--- config.mk ---
export PLATFORM = sky130hd
export DESIGN_NAME = serial_add_ctrl_flat
export DESIGN_NICKNAME = d
export VERILOG_FILES = /design/src/rtl/serial_add_ctrl_pkg.sv /design/src/rtl/serial_add_ctrl_if.sv /design/src/rtl/serial_add_ctrl_full_adder_1bit.sv /design/src/rtl/serial_add_ctrl.sv /design/src/flat_wrapper.sv
export SDC_FILE = /design/constraint.sdc
export NUM_CORES = 1
export LEC_CHECK = 0
export ABC_AREA = 1
export CAP_MARGIN = 25
export CORE_AREA = 2 2 105 107
export CTS_CLUSTER_DIAMETER = 40
export DETAILED_ROUTE_END_ITERATION = 16
export DIE_AREA = 0 0 107 109
export SLEW_MARGIN = 20
export SYNTH_ARGS = -nofsm -noshare
export SYNTH_HDL_FRONTEND = slang
export SYNTH_SLANG_ARGS = --single-unit
--- constraint.sdc ---
create_clock -name clk -period 1.5 [get_ports clk]
set_input_delay 0.3 -clock clk [delete_from_list [all_inputs] [get_ports clk]]
set_output_delay 0.3 -clock clk [all_outputs]
set_load 0.01 [all_outputs]
--- src/rtl/serial_add_ctrl_pkg.sv ---
// serial_add_pkg: shared types and constants for the bit-serial adder.
//   state_t    : sequencer state, 2-bit encoding {IDLE, RUN, DONE}
//   WIDTH_MIN  : smallest supported operand width
//   WIDTH_MAX  : largest supported operand width
package serial_add_pkg;

  typedef enum logic [1:0] {
    IDLE = 2'd0,
    RUN  = 2'd1,
    DONE = 2'd2
  } state_t;

  localparam int WIDTH_MIN = 2;
  localparam int WIDTH_MAX = 64;

endpackage

--- src/rtl/serial_add_ctrl_if.sv ---
// serial_add_ctrl_if: request/result bundle between a requester and
// serial_add_ctrl.
//   start            requester -> ctrl   request, honoured only when idle
//   A, B             requester -> ctrl   operands, sampled on accept
//   sub              requester -> ctrl   subtract select (SERIAL_SUB_EN only)
//   busy, done       ctrl -> requester   status / one-cycle result strobe
//   Sum, CarryOut, Ovfl ctrl -> requester result, held until next accept
// Optional feature macro: SERIAL_SUB_EN adds the sub signal.
interface serial_add_ctrl_if #(
  parameter int WIDTH = 16
);
  logic             start;
  logic [WIDTH-1:0] A;
  logic [WIDTH-1:0] B;
`ifdef SERIAL_SUB_EN
  logic             sub;
`endif
  logic             busy;
  logic             done;
  logic [WIDTH-1:0] Sum;
  logic             CarryOut;
  logic             Ovfl;

  modport master (
    output start, A, B,
`ifdef SERIAL_SUB_EN
    output sub,
`endif
    input  busy, done, Sum, CarryOut, Ovfl
  );

  modport slave (
    input  start, A, B,
`ifdef SERIAL_SUB_EN
    input  sub,
`endif
    output busy, done, Sum, CarryOut, Ovfl
  );
endinterface

--- src/rtl/serial_add_ctrl_full_adder_1bit.sv ---
// full_adder_1bit: the single shared arithmetic cell of the serial adder.
//   A, B, CarryIn  in   operand bits and incoming carry
//   Sum, CarryOut  out  sum bit and outgoing carry
module full_adder_1bit (
  input  logic A,
  input  logic B,
  input  logic CarryIn,
  output logic Sum,
  output logic CarryOut
);
  logic axb;

  assign axb      = A ^ B;
  assign Sum      = axb ^ CarryIn;
  assign CarryOut = (A & B) | (CarryIn & axb);
endmodule

--- src/rtl/serial_add_ctrl.sv ---
// serial_add_ctrl: bit-serial adder sequencer. One full adder cell is reused
// WIDTH times, operands shifted LSB-first with the carry held in a flop.
//   clk   in   clock, posedge
//   rst   in   synchronous active-high reset; aborts any operation in flight
//   bus   slave modport of serial_add_ctrl_if (start/A/B[/sub] in,
//         busy/done/Sum/CarryOut/Ovfl out)
// Timing: start accepted in cycle 0 -> done pulses in cycle WIDTH+1;
// busy covers RUN and DONE (WIDTH+1 cycles). Starts while busy are dropped.
// Optional feature macro: SERIAL_SUB_EN (sub selects A - B via ~B + 1).
module serial_add_ctrl
  import serial_add_pkg::*;
#(
  parameter int WIDTH = 16
) (
  input  logic            clk,
  input  logic            rst,
  serial_add_ctrl_if.slave bus
);

  localparam int CW = $clog2(WIDTH);
  localparam logic [CW-1:0] LAST = CW'(WIDTH - 1);

  if (WIDTH < WIDTH_MIN || WIDTH > WIDTH_MAX) begin : gBadWidth
    $error("serial_add_ctrl: WIDTH out of range");
  end

  state_t           state;
  logic [CW-1:0]    count;
  logic [WIDTH-1:0] aSr;
  logic [WIDTH-1:0] bSr;
  logic [WIDTH-1:0] sumSr;
  logic             carryQ;
  logic             aMsb;
  logic             bMsb;

  // Operand B as seen by the adder and the initial carry-in.
  logic [WIDTH-1:0] bEff;
  logic             cin0;
`ifdef SERIAL_SUB_EN
  assign bEff = bus.sub ? ~bus.B : bus.B;
  assign cin0 = bus.sub;
`else
  assign bEff = bus.B;
  assign cin0 = 1'b0;
`endif

  logic             s;
  logic             cout;
  logic [WIDTH-1:0] sumNext;

  full_adder_1bit uFa (
    .A        (aSr[0]),
    .B        (bSr[0]),
    .CarryIn  (carryQ),
    .Sum      (s),
    .CarryOut (cout)
  );

  // Result bits enter at the MSB so the LSB ends up at bit 0 after WIDTH shifts.
  assign sumNext = {s, sumSr[WIDTH-1:1]};

  always_ff @(posedge clk) begin
    if (rst) begin
      state        <= IDLE;
      count        <= '0;
      aSr          <= '0;
      bSr          <= '0;
      sumSr        <= '0;
      carryQ       <= 1'b0;
      aMsb         <= 1'b0;
      bMsb         <= 1'b0;
      bus.busy     <= 1'b0;
      bus.done     <= 1'b0;
      bus.Sum      <= '0;
      bus.CarryOut <= 1'b0;
      bus.Ovfl     <= 1'b0;
    end else begin
      bus.done <= 1'b0;
      case (state)
        IDLE: begin
          if (bus.start) begin
            aSr      <= bus.A;
            bSr      <= bEff;
            carryQ   <= cin0;
            count    <= '0;
            aMsb     <= bus.A[WIDTH-1];
            bMsb     <= bEff[WIDTH-1];
            bus.busy <= 1'b1;
            state    <= RUN;
          end
        end
        RUN: begin
          sumSr  <= sumNext;
          carryQ <= cout;
          aSr    <= {1'b0, aSr[WIDTH-1:1]};
          bSr    <= {1'b0, bSr[WIDTH-1:1]};
          if (count == LAST) begin
            // Publish directly from the last cell output so done and the
            // result appear together in the DONE cycle.
            state        <= DONE;
            bus.done     <= 1'b1;
            bus.Sum      <= sumNext;
            bus.CarryOut <= cout;
            bus.Ovfl     <= (aMsb == bMsb) & (sumNext[WIDTH-1] != aMsb);
          end else begin
            count <= count + 1'b1;
          end
        end
        DONE: begin
          bus.busy <= 1'b0;
          state    <= IDLE;
        end
        default: state <= IDLE;
      endcase
    end
  end

endmodule

--- src/flat_wrapper.sv ---
// flat-port wrapper written by rule: the top's interface ports become plain ports
module serial_add_ctrl_flat import serial_add_pkg::*;
#(
  parameter int WIDTH = 16
)
  (clk, rst, bus_start, bus_A, bus_B, bus_busy, bus_done, bus_Sum, bus_CarryOut, bus_Ovfl);
  serial_add_ctrl_if #(.WIDTH(WIDTH)) bus_i ();
  input  logic clk;
  input  logic rst;
  input wire logic [$bits(bus_i.start)-1:0] bus_start;
  input wire logic [$bits(bus_i.A)-1:0] bus_A;
  input wire logic [$bits(bus_i.B)-1:0] bus_B;
  output wire logic [$bits(bus_i.busy)-1:0] bus_busy;
  output wire logic [$bits(bus_i.done)-1:0] bus_done;
  output wire logic [$bits(bus_i.Sum)-1:0] bus_Sum;
  output wire logic [$bits(bus_i.CarryOut)-1:0] bus_CarryOut;
  output wire logic [$bits(bus_i.Ovfl)-1:0] bus_Ovfl;
  assign bus_i.start = bus_start;
  assign bus_i.A = bus_A;
  assign bus_i.B = bus_B;
  assign bus_busy = bus_i.busy;
  assign bus_done = bus_i.done;
  assign bus_Sum = bus_i.Sum;
  assign bus_CarryOut = bus_i.CarryOut;
  assign bus_Ovfl = bus_i.Ovfl;
  serial_add_ctrl #(.WIDTH(WIDTH)) u_core (.clk(clk), .rst(rst), .bus(bus_i));
endmodule
# After elaboration in Yosys (flattened, before gate mapping)
# Cells that the tools add are included.
[totals] register_bits=77 in_bits=35 out_inout_bits=20 wordCells=54
[classes] add_sub_neg=1 n_eq_ne=8 muxes=15 bitwise_logic=7 n_reduce_logical=10
[ops] cell="$pmux W16 S2" count=2
[ops] cell="$mux W16" count=2
[ops] cell="$reduce_and A2 Y1" count=5
[ops] cell="$mux W4" count=2
[ops] cell="$pmux W4 S2" count=1
[ops] cell="$add A4 B1 Y4 const B" count=1
[ops] cell="$eq A4 B4 Y1 const B" count=1
[ops] cell="$mux W2" count=2
[ops] cell="$ne A2 B2 Y1 const B" count=2
[ops] cell="$pmux W1 S2" count=2
[ops] cell="$pmux W2 S2" count=1
[ops] cell="$reduce_bool A2 Y1" count=2
[ops] cell="$and A1 B1 Y1" count=3
[ops] cell="$mux W1" count=3
[ops] cell="$reduce_and A3 Y1" count=1
[ops] cell="$eq A2 B1 Y1 const B" count=1
[ops] cell="$eq A2 B2 Y1 const B" count=1
[ops] cell="$logic_not A2 Y1" count=1
[ops] cell="$ne A2 B1 Y1 const B" count=1
[ops] cell="$reduce_or A2 Y1" count=1
[ops] cell="$xor A1 B1 Y1" count=2
[ops] cell="$eq A1 B1 Y1" count=1
[ops] cell="$ne A1 B1 Y1" count=1
[ops] cell="$not A1 Y1" count=1
[ops] cell="$or A1 B1 Y1" count=1

# Longest topological paths before layout
[depth] depth_word=4 depth_mapped=9 ltp_nobuf=8

# Cells and area by module
# Synthesis repeated with hierarchy kept, for this count alone.
[hier_totals] hier_cells=424 area_unflattened_um2=3218.1
[modules_own_cells] mod="serial_add_ctrl" n_inst=1 cells_each=423 area_each_um2=3198.1 seq_area_each_um2=1521.5
[modules_own_cells] mod="full_adder_1bit" n_inst=1 cells_each=1 area_each_um2=20.0 seq_area_each_um2=0.0

# Worst setup path after synthesis
# OpenSTA, ideal clock, no wires.
[synth_path] path_type="reg-to-reg" from="register u_core.count[0]" to="register u_core.bus.Sum[10]" setup_time_ns=0.113 t_arrival_ns=1.182 required_time_ns=1.387 setup_slack_ns=0.205 path_stages_with_launch=8 path_buffers=1 period_less_slack_ns=1.295 cell_sequence="dfxtp_1 > ha_1 > nand3_1 > nor2_4 > inv_2 > buf_2 > nand3_1 > nand2_1"
[synth_via] elab_chain_len=2
[synth_lines] item="from (decl)" line_no="serial_add_ctrl.sv:28" rtl="logic [CW-1:0] count;"
[synth_lines] item="from (signal assigned)" line_no="serial_add_ctrl.sv:106" rtl="count <= count + 1'b1;"
[synth_lines] item="$eq A4 B4 Y1" line_no="serial_add_ctrl.sv:97" rtl="if (count == LAST) begin"
[synth_lines] item="$reduce_and A2 Y1 (no source line)"
[synth_lines] item="to (signal assigned)" line_no="serial_add_ctrl.sv:102" rtl="bus.Sum <= sumNext;"
[synth_lines] item="to (decl)" line_no="serial_add_ctrl_if.sv:37" rtl="output busy, done, Sum, CarryOut, Ovfl"
# Every way passes these cells.
# A chain may end at the register's enable or synchronous reset.

# Final worst setup path
[layout_path] from="register u_core.count[1]" to="register u_core.bus.Sum[14]"
# The elaborated chain is that of the path after synthesis.

==> reports/metrics.yaml <==
track_usage_pct: 12.45
syn2layout_area_growth_pct: 30.17
criticalPathCategory: "flip-flop to flip-flop"
port_buffers: 54
ff2ff_setup_slack_ns: 0.11
grt_pass1_vias: 2557
wl_met2_um: 3058
diodes: 0
synth_area_mm2: 0.003069
rows: 38
max_freq_mhz: 719.2
netlist.area_leader.share_pct: 49.57
cpPeakStageDelay_ns: 0.40
yosysMostFrequentCell: "nand2_1"
hold_buffers: 0
status: "finished clean"
fin_skew_ns: 0.007311
cp.required_ns: 1.77
synthXorXnorAreaFrac_pct: 0
setup_viol: 0
netlist_top_cells_area: "dfxtp_1 50%, nand2_1 16%, nor2_1 11%"
hold_path_depth: 2
clk_pin_slew_ns: 0.08
drt-pass1-iter-count: 4
ys_ff_latch: 76
maxUsedRoutingLayer: "met4"
wl_met3_um: 353
die_w_um: 107
clockBufferDepth: 2
synth_flop_cell: "dfxtp_1"
htree_levels: 3
yosysSeqAreaShare_pct: 49.57
worstPathMaxFanout: 4
cp-end-kind: "flip-flop"
fp.dieArea_mm2: 0.01166
synth_compound_area_share_pct: 10.56
antenna_found_initial: 0
drv_cap: 0
grt_pass1_wl_um: 11540
clock_sinks: 76
layout-drive-gt1-share_pct: 8.434
crit_arrival_ns: 1.66
crit_path_start_kind: "flip-flop"
reg2reg_from: "u_core.count[1]"
grt_max_degree: 46
synth_cell_types: 21
syn_inst: 437
drt_first_iter_violations: 73
min-delay-start: "u_core.sumSr[8]"
fin_crit_ns: 1.390
dp_cells: 621
routed-via-count: 2775
syn_avg_cell_area_um2: 7.023
crit_family: "simple AND/OR/NAND/NOR gates"
start_util_pct: 28.95
async_reset_ff_share_pct: 0
finalHoldViolations: 0
met1Wirelength_um: 3444
synth_common_cells: "131 x nand2_1, 94 x nor2_1, 76 x dfxtp_1"
hp-class: "flip-flop to flip-flop"
worst_slew_pin_slew_ns: 0.3176
synth_top_area_cell: "dfxtp_1"
worst_skew_pair.late_latency_ns: 0.34
wl_per_cell_um: 10.87
crit_chain: "ha_1, nand3_1, nor2_4, nand2_2, buf_4, o21ai_0"
synth-edff-count: 0
fin_nets: 530
peakVddDrop_mv: 0.5252
antenna_left: 0
p_per_area_mw_per_mm2: 1073
fin_cells: 638
p_leak_uw: 0.001884
pre_cts_slack_ns: -0.02438
cts_tree: "done"
grt-ovfl-total: 0
min_to: "u_core.bus.Sum[7]"
reg2reg_to: "u_core.bus.Sum[14]"
place_congestion: 0.7437
ios: 55
synthAdderAreaFrac_pct: 1.060
die_h_um: 109
coreArea_mm2: 0.01060
rsz0062_at_grt: "no"
drv_slew: 0
synth_top_family_by_area: "simple AND/OR/NAND/NOR gates"
period_share_pct: 92.70
synthSimpleGateAreaFrac_pct: 32.94
crit_buf_inv: 1
fillers: 1157
muxShareOfSynthArea_pct: 0
drc: 0
ys_warn_count: 0
wl_um: 6932
hpwl_um: 4643
syn_nets: 474
vias_per_cell: 4.350
slew_headroom_pct: 78.83
worst_r2r_path_depth: 6
cts_root_buf: "clkbuf_8"
fin_ws_ns: 0.1095
critical_path.slowest_cell: "dfxtp_1"
cts_buffers: 9
total_power_uw: 4288
## cells in the final DEF, fill, tap and decap left out, types with 11 or more instances in the layout
master / n
a21oi_1: 11
buf_4: 13
clkdlybuf4s50_1: 34
dfxtp_1: 75
dlygate4sd2_1: 19
inv_1: 11
nand2_1: 131
nand3_1: 25
nor2_1: 94
o21ai_0: 52
## per-stage QoR
stage	utilization, %	area, um^2	setup TNS (ns)	hold WS (ns)
floorplan	-	3069	0	0.4355
CTS	37.54	3980	0	0.4679
global placement	35.96	3812	0	0.4521
finish	37.68	3995	0	0.4598
global route	37.68	3995	0	0.4772
detailed placement	35.96	3812	-0.1327	0.4520
## worst register-to-register path, stage by stage, from the launching register on
cell and delay [ns]:
dfxtp_1 0.40, ha_1 0.21, nand3_1 0.16, nor2_4 0.18, nand2_2 0.10, buf_4 0.15, o21ai_0 0.12
## flip-flops by register name, summed over array words and instances, names as in the netlist
register             count
u_core.aSr              16
u_core.bSr              16
u_core.bus.Sum          16
u_core.sumSr            15
u_core.count             4
u_core.state             2
u_core.aMsb              1
u_core.bMsb              1
u_core.bus.CarryOut      1
u_core.bus.Ovfl          1
u_core.bus.busy          1
u_core.bus.done          1
u_core.carryQ            1
## where the power goes
group | internal (uW) | leakage, uW | switching, uW
clock network | 759 | 0.0000910 | 759
logic | 252 | 0.00117 | 305
registers | 2140 | 0.000624 | 70.0
total | 3150 | 0.00188 | 1130
## per-layer routing
layer  GRT usage, %  vias up
li1               -     1489
met1          15.17     1215
met2          20.56       64
met3          4.662        7
met4          3.711        0
met5              0        -
## repair_timing
item	in CTS	in global routing
hold endpoints to repair	0	0
setup endpoints to repair	19	20
setup buffers	0	1
gates resized for setup	19	5
pin swaps	0	1
## cells by family (layout without fill, tap and decap cells)
logic type,count (synthesis),count (layout)
flip-flops,76,76
AO/OA/AOI/OAI,64,64
buffers and inverters,40,101
AND/OR/NAND/NOR,255,255
adder cells (fa/ha/maj),2,2
## worst max-delay path by stage
stage | from | endpoint | slack [ns] | cells after the start
final | u_core.count[1] | u_core.bus.Sum[14] | 0.11 | 6
after global routing | u_core.count[1] | u_core.bus.Sum[4] | 0.0004 | 7
after CTS | u_core.bus.done | bus_done | 0.008 | 1
after detailed placement | bus_start | u_core.aSr[8] | -0.02 | 6
after global placement | bus_start | u_core.bSr[11] | 0.03 | 6
after floorplan | u_core.count[0] | u_core.bus.Sum[10] | 0.21 | 7
## final cells by class
type / instances / area, um^2 / share of cell area (%)
well taps: 140 / 175.2 / 4.385
multi-input cells: 321 / 1368 / 34.23
clock buffers: 9 / 123.9 / 3.101
flip-flops and latches: 76 / 1523 / 38.11
inverters: 15 / 61.31 / 1.535
repair buffers: 70 / 676.9 / 16.94
clock inverters: 7 / 67.56 / 1.691
(Power assumes the default switching activity.)
